$ cat config.mk
export PLATFORM = sky130hd
export DESIGN_NAME = tile_coord_tracker
export DESIGN_NICKNAME = d
export VERILOG_FILES = /design/src/rtl/tile_pkg.sv /design/src/rtl/wrap_counter.sv /design/src/rtl/tile_coord_tracker.sv
export SDC_FILE = /design/constraint.sdc
export NUM_CORES = 1
export LEC_CHECK = 0
export ABC_CLOCK_PERIOD_IN_PS = 3300
export CAP_MARGIN = 40
export CORE_MARGIN = 1
export CORE_UTILIZATION = 40
export DETAILED_ROUTE_END_ITERATION = 8
export PLACE_DENSITY = 0.65
export SLEW_MARGIN = 20
export SYNTH_ARGS = -nofsm -noshare
export SYNTH_HDL_FRONTEND = slang
export SYNTH_SLANG_ARGS = --single-unit
$ cat constraint.sdc
create_clock -name Clk -period 3.3 [get_ports Clk]
set_input_delay 0.495 -clock Clk [delete_from_list [all_inputs] [get_ports Clk]]
set_output_delay 0.495 -clock Clk [all_outputs]
set_load 0.01 [all_outputs]
$ cat src/rtl/tile_pkg.sv
// tile_pkg: shared constants, derived widths and types for the tile coordinate tracker.
// Geometry: 40x40 pixel tiles on a 16x12 toroidal map over a 640x480 active raster.
// Types: tile_coord_t bundles a map position with the pixel offset inside that tile.
package tile_pkg;

  localparam int TILE_W   = 40;
  localparam int TILE_H   = 40;
  localparam int MAP_W    = 16;
  localparam int MAP_H    = 12;
  localparam int H_ACTIVE = 640;
  localparam int V_ACTIVE = 480;

  localparam int TX_W = $clog2(MAP_W);
  localparam int RX_W = $clog2(TILE_W);
  localparam int TY_W = $clog2(MAP_H);
  localparam int RY_W = $clog2(TILE_H);

  typedef struct packed {
    logic [TX_W-1:0] tile_x;
    logic [TY_W-1:0] tile_y;
    logic [RX_W-1:0] rel_x;
    logic [RY_W-1:0] rel_y;
  } tile_coord_t;

  typedef enum logic {
    SYNC  = 1'b0,
    TRACK = 1'b1
  } track_state_t;

endpackage

$ cat src/rtl/wrap_counter.sv
// wrap_counter: seeded pixel-in-tile / tile-in-map counter pair with toroidal wrap.
// Latency: new value visible the cycle after load_i/adv_i; load_i wins over adv_i.
// Ports: load_i/seed_*_i reseed, adv_i steps one pixel, tile_o/rel_o current position.
module wrap_counter #(
  parameter int TILE = 40,
  parameter int MAP  = 16,
  localparam int RW  = $clog2(TILE),
  localparam int TW  = $clog2(MAP)
) (
  input  logic          Clk,
  input  logic          Reset,
  input  logic          load_i,
  input  logic          adv_i,
  input  logic [TW-1:0] seed_tile_i,
  input  logic [RW-1:0] seed_rel_i,
  output logic [TW-1:0] tile_o,
  output logic [RW-1:0] rel_o
);
  import tile_pkg::*;

  logic [TW-1:0] tile_q, tile_d;
  logic [RW-1:0] rel_q, rel_d;

  always_comb begin
    tile_d = tile_q;
    rel_d  = rel_q;
    if (load_i) begin
      tile_d = seed_tile_i;
      rel_d  = seed_rel_i;
    end else if (adv_i) begin
      if (rel_q == RW'(TILE - 1)) begin
        rel_d  = '0;
        tile_d = (tile_q == TW'(MAP - 1)) ? '0 : tile_q + TW'(1);
      end else begin
        rel_d = rel_q + RW'(1);
      end
    end
  end

  always_ff @(posedge Clk or posedge Reset) begin
    if (Reset) begin
      tile_q <= '0;
      rel_q  <= '0;
    end else begin
      tile_q <= tile_d;
      rel_q  <= rel_d;
    end
  end

  assign tile_o = tile_q;
  assign rel_o  = rel_q;

endmodule

$ cat src/rtl/tile_coord_tracker.sv
// tile_coord_tracker: follows the VGA raster (DrawX/DrawY) with wrap counters and maps
// each pix_ce sample to map tile + in-tile offset, one cycle later; flags raster jumps.
// Ports: Clk/Reset, pix_ce + DrawX/DrawY sample, scroll_* seeds (used only when
// TILE_SCROLL_EN is defined), tile_x/tile_y/rel_x/rel_y, out_valid, desync pulse.
module tile_coord_tracker #(
  parameter int TILE_W   = 40,
  parameter int TILE_H   = 40,
  parameter int MAP_W    = 16,
  parameter int MAP_H    = 12,
  parameter int H_ACTIVE = 640,
  parameter int V_ACTIVE = 480,
  parameter int COORD_W  = 10
) (
  input  logic                       Clk,
  input  logic                       Reset,
  input  logic                       pix_ce,
  input  logic [COORD_W-1:0]         DrawX,
  input  logic [COORD_W-1:0]         DrawY,
  input  logic [$clog2(MAP_W)-1:0]   scroll_tx,
  input  logic [$clog2(TILE_W)-1:0]  scroll_rx,
  input  logic [$clog2(MAP_H)-1:0]   scroll_ty,
  input  logic [$clog2(TILE_H)-1:0]  scroll_ry,
  output logic [$clog2(MAP_W)-1:0]   tile_x,
  output logic [$clog2(MAP_H)-1:0]   tile_y,
  output logic [$clog2(TILE_W)-1:0]  rel_x,
  output logic [$clog2(TILE_H)-1:0]  rel_y,
  output logic                       out_valid,
  output logic                       desync
);
  import tile_pkg::*;

  track_state_t        state_q, state_d;
  tile_coord_t         scroll_q, scroll_in;
  tile_coord_t         cnt;
  logic [COORD_W-1:0]  prev_x_q, prev_y_q, prev_x_d, prev_y_d;
  logic                valid_q, valid_d;
  logic                desync_q, desync_d;
  logic                ld_x, ld_y, adv_x, adv_y;
  logic                frame_start, step_line, step_pix, same_pix;
  logic [$clog2(MAP_W)-1:0]  seed_tx;
  logic [$clog2(TILE_W)-1:0] seed_rx;

`ifdef TILE_SCROLL_EN
  assign scroll_in = '{tile_x: scroll_tx, tile_y: scroll_ty, rel_x: scroll_rx, rel_y: scroll_ry};
`else
  logic unused_scroll;
  assign unused_scroll = ^{scroll_tx, scroll_rx, scroll_ty, scroll_ry};
  assign scroll_in     = '0;
`endif

  assign frame_start = (DrawX == '0) && (DrawY == '0);
  assign step_line   = (DrawX == '0) && (DrawY == prev_y_q + COORD_W'(1));
  assign step_pix    = (DrawX == prev_x_q + COORD_W'(1)) && (DrawY == prev_y_q);
  assign same_pix    = (DrawX == prev_x_q) && (DrawY == prev_y_q);

  // Frame start seeds from the live scroll inputs (latched the same edge);
  // a line start reloads x from the values latched at frame start.
  assign seed_tx = frame_start ? scroll_in.tile_x : scroll_q.tile_x;
  assign seed_rx = frame_start ? scroll_in.rel_x  : scroll_q.rel_x;

  always_comb begin
    state_d  = state_q;
    prev_x_d = prev_x_q;
    prev_y_d = prev_y_q;
    valid_d  = valid_q;
    desync_d = 1'b0;
    ld_x     = 1'b0;
    ld_y     = 1'b0;
    adv_x    = 1'b0;
    adv_y    = 1'b0;
    if (pix_ce) begin
      if (frame_start) begin
        state_d = TRACK;
        ld_x    = 1'b1;
        ld_y    = 1'b1;
      end else if (state_q == TRACK) begin
        if (step_line) begin
          adv_y = 1'b1;
          ld_x  = 1'b1;
        end else if (step_pix) begin
          adv_x = 1'b1;
        end else if (!same_pix) begin
          desync_d = 1'b1;
          state_d  = SYNC;
        end
      end
      if (state_d == TRACK) begin
        prev_x_d = DrawX;
        prev_y_d = DrawY;
      end
      valid_d = (state_d == TRACK) && (DrawX < COORD_W'(H_ACTIVE)) && (DrawY < COORD_W'(V_ACTIVE));
    end
  end

  always_ff @(posedge Clk or posedge Reset) begin
    if (Reset) begin
      state_q  <= SYNC;
      scroll_q <= '0;
      prev_x_q <= '0;
      prev_y_q <= '0;
      valid_q  <= 1'b0;
      desync_q <= 1'b0;
    end else begin
      state_q  <= state_d;
      prev_x_q <= prev_x_d;
      prev_y_q <= prev_y_d;
      valid_q  <= valid_d;
      desync_q <= desync_d;
      if (pix_ce && frame_start) scroll_q <= scroll_in;
    end
  end

  wrap_counter #(.TILE(TILE_W), .MAP(MAP_W)) u_x (
    .Clk(Clk), .Reset(Reset), .load_i(ld_x), .adv_i(adv_x),
    .seed_tile_i(seed_tx), .seed_rel_i(seed_rx),
    .tile_o(cnt.tile_x), .rel_o(cnt.rel_x)
  );

  wrap_counter #(.TILE(TILE_H), .MAP(MAP_H)) u_y (
    .Clk(Clk), .Reset(Reset), .load_i(ld_y), .adv_i(adv_y),
    .seed_tile_i(scroll_in.tile_y), .seed_rel_i(scroll_in.rel_y),
    .tile_o(cnt.tile_y), .rel_o(cnt.rel_y)
  );

  // Counters run through blanking; coordinates are zeroed whenever not valid.
  assign tile_x    = valid_q ? cnt.tile_x : '0;
  assign tile_y    = valid_q ? cnt.tile_y : '0;
  assign rel_x     = valid_q ? cnt.rel_x  : '0;
  assign rel_y     = valid_q ? cnt.rel_y  : '0;
  assign out_valid = valid_q;
  assign desync    = desync_q;

endmodule

Yosys cells after proc, flatten, opt, wreduce, memory -nomap -nowiden. Cells that the tools add are included.

Eq/ne operators: 8. Order comparisons: 2. Reduce and logical (&&, ||, !) cells: 15. Multiplexer cells: 43. $add $sub $neg: 6.

Operators by type and width (number): $mux W6 (8); $eq A10 B10 Y1 (4); $mux W4 (10); $mux W1 (25); $add A10 B1 Y10 const B (2); $logic_not A10 Y1 (2); $add A6 B1 Y6 const B (2); $eq A6 B6 Y1 const B (2); $lt A10 B10 Y1 const B (1); $lt A10 B9 Y1 const B (1); $add A4 B1 Y4 const B (2); $eq A4 B4 Y1 const B (2); $reduce_bool A2 Y1 (4); $logic_and A1 B1 Y1 (6); $reduce_and A2 Y1 (3).

Register bits after elaboration: 43. Output and inout port bits: 22. Bits of input ports: 43. Logic and storage cells: 83.

Longest topological paths before layout.
Word-level depth: 10. Depth in mapped cells: 9. Depth with buffers taken out: 8.

By module. From an unflattened synthesis, not the netlist that was laid out.

Cell total of the unflattened synthesis: 338. Area, all modules: 3143.0 sq um.

Modules (own cells, without submodules): tile_coord_tracker (sequential area each 575.6 sq um, times used 1, cells an instance 205, area each 1898.1 sq um); wrap_counter (u_y) (sequential area each 250.2 sq um, times used 1, cells an instance 66, area each 626.9 sq um); wrap_counter (u_x) (sequential area each 250.2 sq um, times used 1, cells an instance 67, area each 618.1 sq um).

Least setup slack after synthesis. No wires, ideal clock.

Kind: input -> register. From: in DrawY[9]. To: reg prev_x_q[0]. Stages on the path: 8. Path slack: 0.540 ns. Data required time: 3.175 ns. Data arrival time: 2.636 ns. Setup time: 0.125 ns. Buffers on the path: 1. Cells stage by stage: xor2_1 or4_4 nor4_4 o21ai_1 or4_4 o211ai_2 buf_6 mux2_2.

Word-level cells in the longest chain between the ends: 9. Elaborated cells between the ends (all ways): 14. Those cells by class: eq/ne: 2; mux: 6; reduce/logical: 6.

Ends and longest elaborated chain: from (decl) (RTL line tile_coord_tracker.sv:18) `input logic [COORD_W-1:0] DrawY,`; $eq A10 B10 Y1 (RTL line tile_coord_tracker.sv:53, tile_coord_tracker.sv:54); $logic_and A1 B1 Y1 (RTL line tile_coord_tracker.sv:54) `assign same_pix = (DrawX == prev_x_q) && (DrawY == prev_y_q);`; $mux W1 (RTL line tile_coord_tracker.sv:82) `end else if (!same_pix) begin`; $mux W1 (RTL line tile_coord_tracker.sv:80) `end else if (step_pix) begin`; $mux W1 (RTL line tile_coord_tracker.sv:77) `if (step_line) begin`; $mux W1 (RTL line tile_coord_tracker.sv:76) `end else if (state_q == TRACK) begin`; $mux W1 (*) (RTL line tile_coord_tracker.sv:72) `if (frame_start) begin`; $mux W1 (*) (RTL line tile_coord_tracker.sv:71) `if (pix_ce) begin`; $reduce_and A2 Y1 (no source line) (*); to (signal assigned) (RTL line tile_coord_tracker.sv:105) `prev_x_q <= prev_x_d;`; to (decl) (RTL line tile_coord_tracker.sv:35) `logic [COORD_W-1:0] prev_x_q, prev_y_q, prev_x_d, prev_y_d;`.

Every way passes the cells marked *; elsewhere a longest branch is shown, timed or not. The select of a mux whose other input is x is not followed. A chain may end at the register's enable or synchronous reset.

Final worst setup path.
From: in DrawX[5]. To: reg prev_y_q[7].

Word-level cells in the longest chain between the ends: 9. Elaborated cells between the ends (all ways): 14. Those cells by class: eq/ne: 2; mux: 6; reduce/logical: 6.

Ends and longest elaborated chain: from (decl) (RTL line tile_coord_tracker.sv:17) `input logic [COORD_W-1:0] DrawX,`; $eq A10 B10 Y1 (RTL line tile_coord_tracker.sv:54); $logic_and A1 B1 Y1 (RTL line tile_coord_tracker.sv:54); $mux W1 (RTL line tile_coord_tracker.sv:82); $mux W1 (RTL line tile_coord_tracker.sv:80); $mux W1 (RTL line tile_coord_tracker.sv:77); $mux W1 (RTL line tile_coord_tracker.sv:76); $mux W1 (*) (RTL line tile_coord_tracker.sv:72); $mux W1 (*) (RTL line tile_coord_tracker.sv:71); $reduce_and A2 Y1 (no source line) (*); to (signal assigned) (RTL line tile_coord_tracker.sv:106) `prev_y_q <= prev_y_d;`; to (decl) (RTL line tile_coord_tracker.sv:35).

Marked as above.

==> key figures <==
Yosys
  • Post-synth EDFFs: 0
  • Sequential element share of the synthesized area: 35.7%
  • Synth top area cells: dfrtp_1 (36%), mux2_2 (5.2%), xor2_1 (4.6%)
  • Ys async rst share: 100%
  • Synth Cell Area: 3020 µm²
  • YS warnings: 0
  • Mean post-synth cell area: 9.03 µm²
  • Synth Register Bits: 43
  • Post-Syn Instances: 334
  • Mapped Nets: 383
  • Largest area contributor in the netlist: dfrtp_1
  • Dominant synthesized flop cell: dfrtp_1
  • Area share of the largest cell type after synthesis: 35.7%
  • Distinct cells, synth: 56

Placed design
  • # port buffers: 44
  • Cell Area, Placed: 3770 µm²
  • Routability cong.: 0.877
  • DPL Wire Length: 5380 µm

Final layout
  • Commonest non-fill, non-tap cell in the layout: clkdlybuf4s50_1
  • Fraction of layout cells with a size suffix above 1: 15.3%
  • Final #Nets: 452
  • Most frequent cells in the layout: clkdlybuf4s50_1 (44), dfrtp_1 (43), buf_4 (27)
  • # diodes: 0
  • Post-synthesis to final-layout area growth: 27.7%
  • FF/Latch Area: 1080 µm²
  • Cell area after layout: 3850 µm²
  • Filler Cell Count: 716
  • Multi-input logic area: 1820 µm²
  • Post-layout util: 53.1%

Power
  • Sw frac: 25.1%
  • P_sw: 0.000242 W
  • Max VDD drop: 0.130 mV
  • Clock power share: 35.2%
  • Leakage: 1.65 nW
  • Flop pwr share: 54.6%
  • PnR Total Power: 0.000965 W
  • Logic pwr share: 10.3%
  • Pwr dens: 250 nW/µm²
  • Cell-internal power: 0.000723 W

STA
  • Crit share post-route: 91.6%
  • Pins Over Slew Limit: 0
  • RSZ-0062 raised after global routing: no
  • Final Hold Viols: 0
  • Fmax: 331 MHz
  • Worst-margin pin slew: 0.545 ns
  • Final setup fails: 0
  • TNS Setup: 0 ns
  • Setup Skew: 0.00666 ns
  • Fin crit period: 3.02 ns
  • Worst slew margin: 63.7%

Drt
  • Iteration-0 DRC count of the detailed router: 132
  • Initial DRT Pass Iterations: 4
  • Drt via density: 5.52
  • WL/cell: 13.9 µm
  • Post-route DRC: 0
  • Wirelength, routed: 7010 µm
  • DR vias: 2775
  • Antenna Violating Nets Remaining: 0

Clocking
  • Clk sink count: 43
  • Post-CTS setup buffers: 0
  • CTS buffer count: 5
  • Post-cts sizing count: 0
  • Root Driver: clkbuf_8
  • Longest Clk Path Bufs: 2
  • Clock Latency Late Sink: 0.30 ns
  • H-tree Lvls: 2
  • Cts hold-fix bufs: 0
  • CTS tree: built
  • Worst-path clk slew: 0.09 ns

Worst setup path
  • Worst-path cell chain: clkdlybuf4s50_1 > xnor2_1 > or3_4 > a2111oi_4 > o211ai_1 > or4_4 > o211ai_2 > buf_4 > mux2_2
  • WS Path Type: in2reg
  • CP Data Arrival Time: 3.20 ns
  • CP peak stage delay: 0.49 ns
  • Reg2reg end: prev_y_q[7]
  • Critical path's slowest cell: or4_4
  • R2r startpoint: prev_x_q[2]
  • CP endpoint kind: flip-flop
  • Required @ worst endpoint: 3.48 ns
  • CP startpoint kind: primary input
  • FF-to-FF path depth: 8
  • Critical path peak fanout: 5
  • Reg2reg setup slack: 0.44 ns

Die
  • Core Area: 7250 µm²
  • Die width: 88.8 µm
  • Die Ht: 88.8 µm
  • # IOs: 65
  • Effective utilization at floorplan: 41.6%
  • Die ar.: 7890 µm²
  • Cell row count: 31

Min path
  • Worst hold path class: reg2reg
  • Hold Path Stages: 1
  • End of the worst hold path: state_q
  • Hold Startpoint: state_q

GRT
  • First-pass GRT wire length: 12200 µm
  • GRT Util Overall: 19.7%
  • Total grt overflow: 0
  • Antenna violations before repair: 0
  • Vias in the first global route: 2668
  • Largest net degree at the start of global routing: 44

Outcome
  • Status: completed

Flow run
  • MaxCap Viol Count: 0
==> sequential cells by signal, indices dropped and copies added (netlist names) <==
signal,cells
prev_x_q,10
prev_y_q,10
u_x.rel_o,6
u_y.rel_o,6
u_x.tile_o,4
u_y.tile_o,4
desync,1
out_valid,1
state_q,1
==> synth_stat cells (all sizes together), types with 7 or more instances <==
library cell  number
xor2              16
xnor2              9
mux2i              8
nor2              18
nand2             24
nor4               8
dfrtp             43
and3               9
and2              21
inv               17
o21ai             19
nand4             10
or4                7
nand3             17
a21oi             16
mux2              14
==> kinds of logic (layout without fill, tap and decap cells) <==
logic type	Yosys count	count (layout)	synth area share, %
simple gates	145	145	28.0
compound gates	65	65	14.8
flops	43	43	35.7
buf+inv	28	98	3.94
xor+xnor	25	25	7.26
mux	22	22	7.88
fa+ha+maj	6	6	2.49
==> final cells by class <==
type,count,area share (%)
sequential,43,27.9
inverter,17,1.66
clock inverter,2,0.325
tap,99,3.21
multi-input combinational,263,47.3
clock buffer,6,1.88
timing repair buffer,73,17.7
==> metrics by stage <==
| step | cells | worst slack [ns] | hold WS, ns |
|---|---|---|---|
| after global placement | 495 | -0.0250 | 0.492 |
| final | 503 | 0.278 | 0.518 |
| after global routing | 503 | 0.167 | 0.558 |
| after detailed placement | 495 | -0.0369 | 0.504 |
| after CTS | 503 | 0.277 | 0.528 |
| after floorplan | 334 | 0.540 | 0.473 |
==> power by group through the flow <==
stage	Clock, W	Combinational, W	Sequential [W]
floorplan	0	0.0000430	0.000537
global placement	0	0.0000996	0.000537
global route	0.000374	0.000110	0.000526
detailed placement	0	0.000100	0.000537
CTS	0.000353	0.000101	0.000526
finish	0.000339	0.0000991	0.000526
==> worst max-delay path by stage <==
stage	start	endpoint	slack (ns)	cells after the start
global placement	DrawY[9]	prev_y_q[7]	-0.03	9
floorplan	DrawY[9]	prev_x_q[0]	0.54	8
detailed placement	DrawY[9]	prev_y_q[5]	-0.04	9
finish	DrawX[5]	prev_y_q[7]	0.28	9
global route	DrawX[5]	prev_y_q[7]	0.17	9
CTS	DrawY[9]	prev_y_q[5]	0.28	9
==> routing by layer <==
metal  vias to the layer above  track usage, %  share of wire [%]  wire (µm)
li1                       1367               -                  -          -
met4                         0            4.84               0.84         59
met2                        65            34.9                 50       3490
met3                         5            3.17                3.2        226
met5                         -               0                  0          0
met1                      1338            25.0                 46       3240
==> worst max-delay path, delay by kind of cell <==
family	cells	cell delay (ns)
AND/OR/NAND/NOR	2	0.84
AO/OA/AOI/OAI	3	0.73
multiplexers	1	0.33
buffers and inverters	2	0.64
XOR/XNOR	1	0.17
No activity file was read; power rests on OpenSTA's default activity.
